==> config.mk <==
export PLATFORM = sky130hd
export DESIGN_NAME = grid_mover
export DESIGN_NICKNAME = d
export VERILOG_FILES = /design/src/rtl/grid_mover_pkg.sv /design/src/rtl/grid_mover_tile_neighbor.sv /design/src/rtl/grid_mover.sv
export SDC_FILE = /design/constraint.sdc
export NUM_CORES = 2
export LEC_CHECK = 0
export CAP_MARGIN = 15
export CORE_AREA = 5 5 614 616
export DETAILED_ROUTE_END_ITERATION = 10
export DIE_AREA = 0 0 619 621
export GPL_ROUTABILITY_DRIVEN = 0
export PLACE_DENSITY = 0.36
export SLEW_MARGIN = 15
export SYNTH_ARGS = -nofsm -noshare
export SYNTH_HDL_FRONTEND = slang
export SYNTH_HIERARCHICAL = 1
export SYNTH_SLANG_ARGS = --single-unit
export TNS_END_PERCENT = 10
==> constraint.sdc <==
create_clock -name clk -period 15.5 [get_ports clk]
set_input_delay 3.1 -clock clk [delete_from_list [all_inputs] [get_ports clk]]
set_output_delay 3.1 -clock clk [all_outputs]
set_load 0.02 [all_outputs]
==> src/rtl/grid_mover_pkg.sv <==
// Shared definitions for the grid movers: direction encodings, FSM states and
// the default playfield geometry.
package grid_mover_pkg;

    typedef enum logic [1:0] {
        dir_up    = 2'd0,
        dir_down  = 2'd1,
        dir_left  = 2'd2,
        dir_right = 2'd3
    } dir_t;

    typedef enum logic {
        STOP = 1'b0,
        MOVE = 1'b1
    } state_t;

    localparam int DEF_TILE_SIZE = 20;
    localparam int DEF_COLS      = 32;
    localparam int DEF_ROWS      = 24;
    localparam int DEF_SPEED     = 4;
    localparam int DEF_WIDTH     = DEF_COLS * DEF_TILE_SIZE;
    localparam int DEF_HEIGHT    = DEF_ROWS * DEF_TILE_SIZE;

    // up/down and left/right differ only in bit 0
    function automatic logic [1:0] opposite_dir(input logic [1:0] d);
        return d ^ 2'b01;
    endfunction

endpackage

==> src/rtl/grid_mover_tile_neighbor.sv <==
// Combinational neighbour lookup: the tile next to (col,row) in direction dir,
// wrapping at the playfield edges, and whether that tile is a wall.
module tile_neighbor
    import grid_mover_pkg::*;
#(
    parameter int COLS = DEF_COLS,
    parameter int ROWS = DEF_ROWS
) (
    input  logic [$clog2(COLS)-1:0] col,
    input  logic [$clog2(ROWS)-1:0] row,
    input  logic [1:0]              dir,
    input  logic [ROWS*COLS-1:0]    walls,
    output logic                    wall
);

    localparam int IW = $clog2(ROWS * COLS);

    logic [31:0]   nc;
    logic [31:0]   nr;
    logic [IW-1:0] nidx;

    always_comb begin
        nc = 32'(col);
        nr = 32'(row);
        case (dir)
            dir_up:    nr = (nr == 0) ? 32'(ROWS - 1) : nr - 1;
            dir_down:  nr = (nr == 32'(ROWS - 1)) ? 32'd0 : nr + 1;
            dir_left:  nc = (nc == 0) ? 32'(COLS - 1) : nc - 1;
            default:   nc = (nc == 32'(COLS - 1)) ? 32'd0 : nc + 1;
        endcase
        nidx = IW'(nr * 32'(COLS) + nc);
        wall = walls[nidx];
    end

endmodule

==> src/rtl/grid_mover.sv <==
// Tile-grid actor mover: steps SPEED pixels per tick, turns at tile centres,
// reverses anywhere, wraps through tunnels and reports dots it lands on.
//
// state | meaning
// STOP  | blocked by a wall ahead (or idle since reset)
// MOVE  | last step advanced the actor
module grid_mover
    import grid_mover_pkg::*;
#(
    parameter int         TILE_SIZE = DEF_TILE_SIZE,
    parameter int         COLS      = DEF_COLS,
    parameter int         ROWS      = DEF_ROWS,
    parameter int         SPEED     = DEF_SPEED,
    parameter int         START_COL = 1,
    parameter int         START_ROW = 1,
    parameter logic [1:0] START_DIR = dir_left
) (
    input  logic                                 clk,
    input  logic                                 reset,
    input  logic                                 step_en,
    input  logic                                 req_valid,
    input  logic [1:0]                           req_dir,
    input  logic [ROWS*COLS-1:0]                 walls,
    input  logic [ROWS*COLS-1:0]                 dots,
    output logic [$clog2(COLS*TILE_SIZE)-1:0]    x,
    output logic [$clog2(ROWS*TILE_SIZE)-1:0]    y,
    output logic [1:0]                           dir,
    output logic                                 moving,
    output logic                                 eat_valid,
    output logic [$clog2(ROWS*COLS)-1:0]         eat_idx,
    output logic [15:0]                          score
);

    localparam int XW = $clog2(COLS * TILE_SIZE);
    localparam int YW = $clog2(ROWS * TILE_SIZE);
    localparam int IW = $clog2(ROWS * COLS);
    localparam int CW = $clog2(COLS);
    localparam int RW = $clog2(ROWS);
    localparam int unsigned W_PIX = COLS * TILE_SIZE;
    localparam int unsigned H_PIX = ROWS * TILE_SIZE;
    localparam int unsigned TS    = TILE_SIZE;
    localparam int unsigned SPD   = SPEED;

    state_t        state_q, state_d;
    logic [XW-1:0] x_d;
    logic [YW-1:0] y_d;
    logic [1:0]    dir_d, mv_dir;
    logic [1:0]    pend_dir_q, pend_dir_d;
    logic          pend_valid_q, pend_valid_d;
    logic          do_move, moved_q;
    logic [31:0]   xs, ys, nx, ny;
    logic [CW-1:0] col;
    logic [RW-1:0] row;
    logic          aligned;
    logic [IW-1:0] cur_idx, last_eat_idx;
    logic          pend_wall, dir_wall;

    assign xs      = 32'(x);
    assign ys      = 32'(y);
    assign col     = CW'(xs / TS);
    assign row     = RW'(ys / TS);
    assign aligned = ((xs % TS) == 0) && ((ys % TS) == 0);
    assign cur_idx = IW'(32'(row) * 32'(COLS) + 32'(col));

    tile_neighbor #(.COLS(COLS), .ROWS(ROWS)) u_pend_nb (
        .col   (col),
        .row   (row),
        .dir   (pend_dir_q),
        .walls (walls),
        .wall  (pend_wall)
    );

    tile_neighbor #(.COLS(COLS), .ROWS(ROWS)) u_dir_nb (
        .col   (col),
        .row   (row),
        .dir   (dir),
        .walls (walls),
        .wall  (dir_wall)
    );

    always_ff @(posedge clk) begin
        if (reset) begin
            state_q      <= STOP;
            x            <= XW'(START_COL * TILE_SIZE);
            y            <= YW'(START_ROW * TILE_SIZE);
            dir          <= START_DIR;
            pend_valid_q <= 1'b0;
            pend_dir_q   <= START_DIR;
            moved_q      <= 1'b0;
        end else begin
            state_q      <= state_d;
            x            <= x_d;
            y            <= y_d;
            dir          <= dir_d;
            pend_valid_q <= pend_valid_d;
            pend_dir_q   <= pend_dir_d;
            moved_q      <= do_move;
        end
    end

    // the step only ever sees the registered pending turn, so a request in the
    // same cycle as step_en waits for the following step
    always_comb begin
        state_d      = state_q;
        dir_d        = dir;
        pend_valid_d = pend_valid_q;
        pend_dir_d   = pend_dir_q;
        mv_dir       = dir;
        do_move      = 1'b0;
        nx           = xs;
        ny           = ys;
        if (step_en) begin
            if (aligned) begin
                if (pend_valid_q && !pend_wall) begin
                    mv_dir       = pend_dir_q;
                    pend_valid_d = 1'b0;
                    do_move      = 1'b1;
                end else if (!dir_wall) begin
                    do_move = 1'b1;
                end
            end else begin
                if (pend_valid_q && (pend_dir_q == opposite_dir(dir))) begin
                    mv_dir       = pend_dir_q;
                    pend_valid_d = 1'b0;
                end
                do_move = 1'b1;
            end
            dir_d   = mv_dir;
            state_d = do_move ? MOVE : STOP;
        end
        if (do_move) begin
            case (mv_dir)
                dir_up:    ny = (ys < SPD) ? ys + H_PIX - SPD : ys - SPD;
                dir_down:  ny = (ys + SPD >= H_PIX) ? ys + SPD - H_PIX : ys + SPD;
                dir_left:  nx = (xs < SPD) ? xs + W_PIX - SPD : xs - SPD;
                default:   nx = (xs + SPD >= W_PIX) ? xs + SPD - W_PIX : xs + SPD;
            endcase
        end
        x_d = XW'(nx);
        y_d = YW'(ny);
        if (req_valid) begin
            pend_valid_d = 1'b1;
            pend_dir_d   = req_dir;
        end
    end

    always_comb begin
        moving = (state_q == MOVE);
    end

    // eat only on arrival at a tile, so standing still never re-triggers
    always_ff @(posedge clk) begin
        if (reset) begin
            eat_valid    <= 1'b0;
            eat_idx      <= '0;
            score        <= 16'd0;
            last_eat_idx <= '1;
        end else begin
            eat_valid <= 1'b0;
            if (moved_q && aligned && dots[cur_idx] && (cur_idx != last_eat_idx)) begin
                eat_valid    <= 1'b1;
                eat_idx      <= cur_idx;
                last_eat_idx <= cur_idx;
                if (score != 16'hFFFF) begin
                    score <= score + 16'd1;
                end
            end
        end
    end

endmodule
# Word level (Yosys, flattened, before mapping)
# Index checks and enable logic that the tools add are counted.
totals:
  regBits: 63
  output_inout_bits: 49
classes:
  add_sub_neg: 18
  n_div: 4
  n_lt_le_gt_ge: 7
  n_eq_ne: 12
  mux: 36
  bitwise_logic: 2
  n_reduce_logical: 24
op_table:
  columns: ["op", "n"]
  rows:
  - ["$logic_not 32->1", 2]
  - ["$pmux 10 s2", 3]
  - ["$lt 10x11->1 const B", 3]
  - ["$div 10x5->32 const B", 1]
  - ["$div 9x5->32 const B", 1]
  - ["$mod 10x5->32 const B", 1]
  - ["$mod 9x5->32 const B", 1]
  - ["$bmux 1 s10", 3]
  - ["$mux 10", 3]
  - ["$add 10x10->10", 2]
  - ["$pmux 5 s2", 2]
  - ["$sub 10x3->10 const B", 2]
  - ["$mux 9", 2]
  - ["$pmux 9 s2", 1]
  - ["$sub 9x3->9 const B", 2]
  - ["$add 16x1->16 const B", 1]
  - ["$ne 16x16->1 const B", 1]
  - ["$mux 1", 15]
  - ["$add 10x3->11 const B", 1]
  - ["$ge 11x10->1 const B", 1]
  - ["$add 10x10->10 const B", 1]
  - ["$add 10x5->10", 1]
  - ["$add 9x3->10 const B", 1]
  - ["$eq 5x5->1 const B", 2]
  - ["28 further kinds", 50]

# Depth between registers and ports, before layout
logic_depth:
  depth_word: 16
  ltp_mapped: 49
  mapped_depth_nobuf: 41

# Cells and area by module
# Netlist, hierarchy kept.
by_module_without_submodules:
  columns: ["mod", "n_inst", "cells_each", "area_per_inst_um2"]
  rows:
  - ["tile_neighbor", 2, 1421, 7948.9]
  - ["grid_mover", 1, 2128, 14029.7]

# Worst setup path before layout
# Ideal clock, no wire load.
synth_timing:
  kind: "register -> register"
  startpoint: "register x[7]"
  endpoint: "register x[4]"
  setup_time_ns: 0.139
  arrival_ns: 9.447
  required_ns: 15.361
  setup_slack_ns: 5.914
  stages_incl_launch_ff: 44
  period_less_slack_ns: 9.586
  path_cell_list: "dfxtp_1 nor2_1 inv_1 ha_1 and3b_1 buf_2 a32o_1 or3_1 buf_2 buf_2 a22o_1 o221ai_2 inv_1 and3_4 a2111o_1 a211oi_4 inv_4 buf_6 [... 8 more ...] o21ai_0 ha_1 inv_1 and3_1 clkbuf_1 nand2_1 nor4_1 a2111oi_0 a41oi_1 a2111oi_0 or4_1 and4b_1 o21ai_0 mux2i_1 nand2_1 mux2_2 a211oi_1 a31oi_1"
synth_between:
  elab_chain_cells: 16
synth_lines:
  columns: ["item", "line", "rtl"]
  rows:
  - ["from (decl)", "grid_mover.sv:25", "output logic [$clog2(COLS*TILE_SIZE)-1:0] x,"]
  - ["from (signal assigned)", "grid_mover.sv:84", "x <= XW'(START_COL * TILE_SIZE);"]
  - ["$div 10x5->32 (*)", "grid_mover.sv:60", "assign col = CW'(xs / TS);"]
  - ["via col[0]", "grid_mover.sv:52", "logic [CW-1:0] col;"]
  - ["$add 5x1->6 (tied with other cells)", "grid_mover_tile_neighbor.sv:29", "default: nc = (nc == 32'(COLS - 1)) ? 32'd0 : nc + 1;"]
  - ["$mux 6 / $mux 10 (equally long branches)", "grid_mover_tile_neighbor.sv:29, grid_mover_tile_neighbor.sv:28", null]
  - ["$pmux 10 s2 (*)", "grid_mover_tile_neighbor.sv:25", "case (dir)"]
  - ["$add 10x10->10 (*)", "grid_mover_tile_neighbor.sv:31", "nidx = IW'(nr * 32'(COLS) + nc);"]
  - ["$bmux 1 s10 (*)", "grid_mover_tile_neighbor.sv:32", "wall = walls[nidx];"]
  - ["$mux 1 (implied by the code) (*)", "grid_mover_tile_neighbor.sv:32", null]
  - ["via pend_wall", "grid_mover.sv:56", "logic pend_wall, dir_wall;"]
  - ["[... 1 more ...]", null, null]
  - ["$logic_and 1x1->1 (*)", "grid_mover.sv:114", "if (pend_valid_q && !pend_wall) begin"]
  - ["$mux 2", "grid_mover.sv:114", null]
  - ["$mux 2", "grid_mover.sv:113", "if (aligned) begin"]
  - ["$mux 2", null, null]
  - ["$eq 2x1->1 / $logic_not 2->1 (equally long branches)", "grid_mover.sv:132", "case (mv_dir)"]
  - ["$reduce_or 2->1 (no source line)", null, null]
  - ["$not 1->1 (no source line)", null, null]
  - ["$reduce_and 2->1 (no source line)", null, null]
# The timed path passes the listed nets; every way through them passes the cells marked *. The select of a mux whose other input is x is not followed.
# A chain may end at the register's enable or synchronous reset.

# Final worst setup path
layout_timing:
  startpoint: "register x[7]"
  endpoint: "register x[5]"
layout_between:
  elab_chain_cells: 16
layout_lines:
  columns: ["item", "line"]
  rows:
  - ["$div 10x5->32 (*)", "grid_mover.sv:60"]
  - ["$add 5x1->6 (tied with other cells)", "grid_mover_tile_neighbor.sv:29"]
  - ["$mux 6 / $mux 10 (equally long branches)", "grid_mover_tile_neighbor.sv:29, grid_mover_tile_neighbor.sv:28"]
  - ["$pmux 10 s2 (*)", "grid_mover_tile_neighbor.sv:25"]
  - ["$add 10x10->10 (*)", "grid_mover_tile_neighbor.sv:31"]
  - ["$bmux 1 s10 (*)", "grid_mover_tile_neighbor.sv:32"]
  - ["$mux 1 (implied by the code) (*)", "grid_mover_tile_neighbor.sv:32"]
  - ["via pend_wall", "grid_mover.sv:56"]
  - ["$logic_not 1->1 (*)", "grid_mover.sv:114"]
  - ["$logic_and 1x1->1 (*)", "grid_mover.sv:114"]
  - ["$mux 2", "grid_mover.sv:114"]
  - ["$mux 2", "grid_mover.sv:113"]
  - ["$mux 2", null]
  - ["$eq 2x1->1 / $logic_not 2->1 (equally long branches)", "grid_mover.sv:132"]
  - ["$reduce_or 2->1 (no source line)", null]
  - ["$not 1->1 (no source line)", null]
  - ["$reduce_and 2->1 (no source line)", null]
# Marks and branches as above.

==> results.toml <==
[floorplanning]
start_util_pct = 8.07
die_h_um = 621
core_area_um2 = 371000
die_area_um2 = 384000
io-pin-count = 1591
fp.dieW_um = 619
rows = 224

[clocking]
numCtsBuffers = 9
path_clk_slew_ns = 0.07
ctsHoldBuffers = 0
cts_resized = 0
root_buffer = "clkbuf_16"
postCtsSetupRepairBufs = 0
clk_latency_ns = 0.36
htreeDepth = 3
cts_tree = "yes"
clockBufferDepth = 2
cts_sinks = 59

[synthesis]
yosysTopAreaCell = "nand2_1"
ys_warn_count = 6
syn_area_um2 = 29900
yosysUniqueCellTypes = 122
synth_cells = 4970
ys_top_cells_by_area = "nand2_1 19%, mux2i_1 10%, nand3_1 9.4%"
synth_common_cells = "1531 x nand2_1, 560 x nand3_1, 311 x mux2i_1"
avgSynthCellArea_um2 = 6.02
ys_ff_latch = 59
synth.most_common_cell = "nand2_1"
yosysSeqAreaShare_pct = 3.95
synth_top_area_share_pct = 19.2
synth_edf_count = 0
synthArstFlopShare_pct = 0
synth_ff_type = "dfxtp_1"

[run]
maxCapViolCount = 0

[setup_path]
arrival_ns = 14.62
cp_max_fo = 69
max_stage_delay_ns = 0.88
worst-setup-path-type = "register to register"
critPathSlowestCell = "nor3_2"
cp.required_ns = 15.76
critPathLaunchType = "register"
cp-end-kind = "register"
crit_path_frequent_cell = "ha_1"

[finish]
syn2layout_area_growth_pct = 73.7
drive_gt1_share_pct = 6.00
fin_nets = 7838
stdcell_count = 11343

[route]
drc = 0
firstDrtPassIters = 6
wirelength_um = 384000
routedWlPerCell_um = 33.9
drt_iter0_markers = 5199
via_per_inst = 4.32
drtAntennaViolNets = 0
dr_total_vias = 48965

[place]
port_buffers = 1586
dp.cells = 11221
pre_cts_ws_ns = 1.42
place_hpwl_um = 323000

[sta]
worstMarginPinSlew_ns = 1.26
finalSetupViolCount = 0
fin_ws_ns = 1.14
skew_ns = 0.0130
relSlewSlack_pct = 15.1
fin_crit_sh_pct = 92.6
hold_violations = 0
fmax_ghz = 0.0696
drv_slew = 0
post-route-min-period_ns = 14.36
timing.hold.ws_ns = 0.466
final.setup.tns_ns = 0
rsz0062_at_grt = "no"

[global_route]
grt_max_degree = 119
grt_pass1_vias = 47407
antenna_found_initial = 191
grtUsageTotal_pct = 18.8
grt_pass1_wl_um = 489000
gr-total-overflow = 0

[outcome]
status = "finished, final reports clean"

[min_path]
hp-class = "register to register"
[layout by cell type, fill, tap and decap left out, types with 15 or more instances in the layout]
cell type and instances:
nand3_1 560, inv_1 70, nor4_1 31, xor2_1 15
nor3_1 71, o2111ai_1 26, mux4_2 25, clkdlybuf4s50_1 1585
and3_1 133, dfxtp_1 59, nor2b_1 22, mux2i_1 307
ha_1 34, a211oi_1 88, a211o_1 18, nor2_1 162
a2111oi_0 26, a31oi_1 112, a21oi_1 167, a32oi_1 127
a311oi_1 88, o22ai_1 36, xnor2_1 25, buf_4 163
a21o_1 16, o21ai_0 94, mux2_2 20, or3_1 21
diode_2 106, nand2b_1 23, o211ai_1 49, nand2_1 1523
nand4_1 86, a221oi_1 20, nor2_4 15
[path summary, 6_finish.rpt]
kind                                 start         end  slack, ns  cells past startpoint
worst max register to register        x[7]        x[5]       1.14                     36
worst max-delay path                  x[7]        x[5]       1.14                     36
worst min-delay path            eat_idx[8]  eat_idx[8]       0.47                      2
worst min register to register  eat_idx[8]  eat_idx[8]       0.47                      2
[worst max-delay path, delay by kind of cell (launching register included)]
| kind | cells | cell delay [ns] |
|---|---|---|
| compound gates | 10 | 3.49 |
| simple gates | 14 | 5.65 |
| fa+ha+maj | 3 | 1.00 |
| flops | 1 | 0.87 |
| buf+inv | 6 | 2.01 |
| mux | 3 | 1.01 |
[logic make-up (layout without fill, tap and decap cells)]
logic type	after synthesis	in the layout	share of synthesized area, %
buffers and inverters	564	1856	9.45
XOR/XNOR	44	44	1.31
adder cells (fa/ha/maj)	41	41	1.72
flip-flops	59	59	3.95
AO/OA/AOI/OAI	1124	1124	28.2
multiplexers	369	369	13.5
AND/OR/NAND/NOR	2768	2768	41.8
other	1	110	0.0125
[flip-flops by register name (all words and copies together) (netlist names)]
name,flops
dir,2
eat_idx,10
eat_valid,1
last_eat_idx,10
moved_q,1
moving,1
pend_dir_q,2
pend_valid_q,1
score,16
x,8
y,7
[stage by stage]
step	util [%]	cell area [um^2]
floorplan	-	29900
global placement	13.9	51400
detailed placement	13.9	51400
CTS	14.0	51700
global route	14.0	51900
finish	14.0	52000
[per-layer routing]
| layer | GRT usage [%] | share of wire, % | vias up |
|---|---|---|---|
| met5 | 0 | 0.052 | - |
| met4 | 11.6 | 7.6 | 30 |
| met3 | 2.45 | 5.5 | 782 |
| met2 | 34.8 | 51 | 3027 |
| met1 | 20.0 | 36 | 24061 |
| li1 | - | - | 21065 |
[area by class of cell]
type / instances / area, um^2
Clock buffer: 11 / 243
Timing Repair Buffer: 1761 / 17300
Tap cell: 4972 / 6220
Antenna cell: 106 / 265
Multi-Input combinational cell: 4350 / 26400
Fill cell: 42811 / 319000
Sequential cell: 59 / 1180
Clock inverter: 5 / 52.6
Inverter: 79 / 324
Power is not shown: default switching activity piles up to over one toggle a cycle in this logic, so the estimate is an artifact.
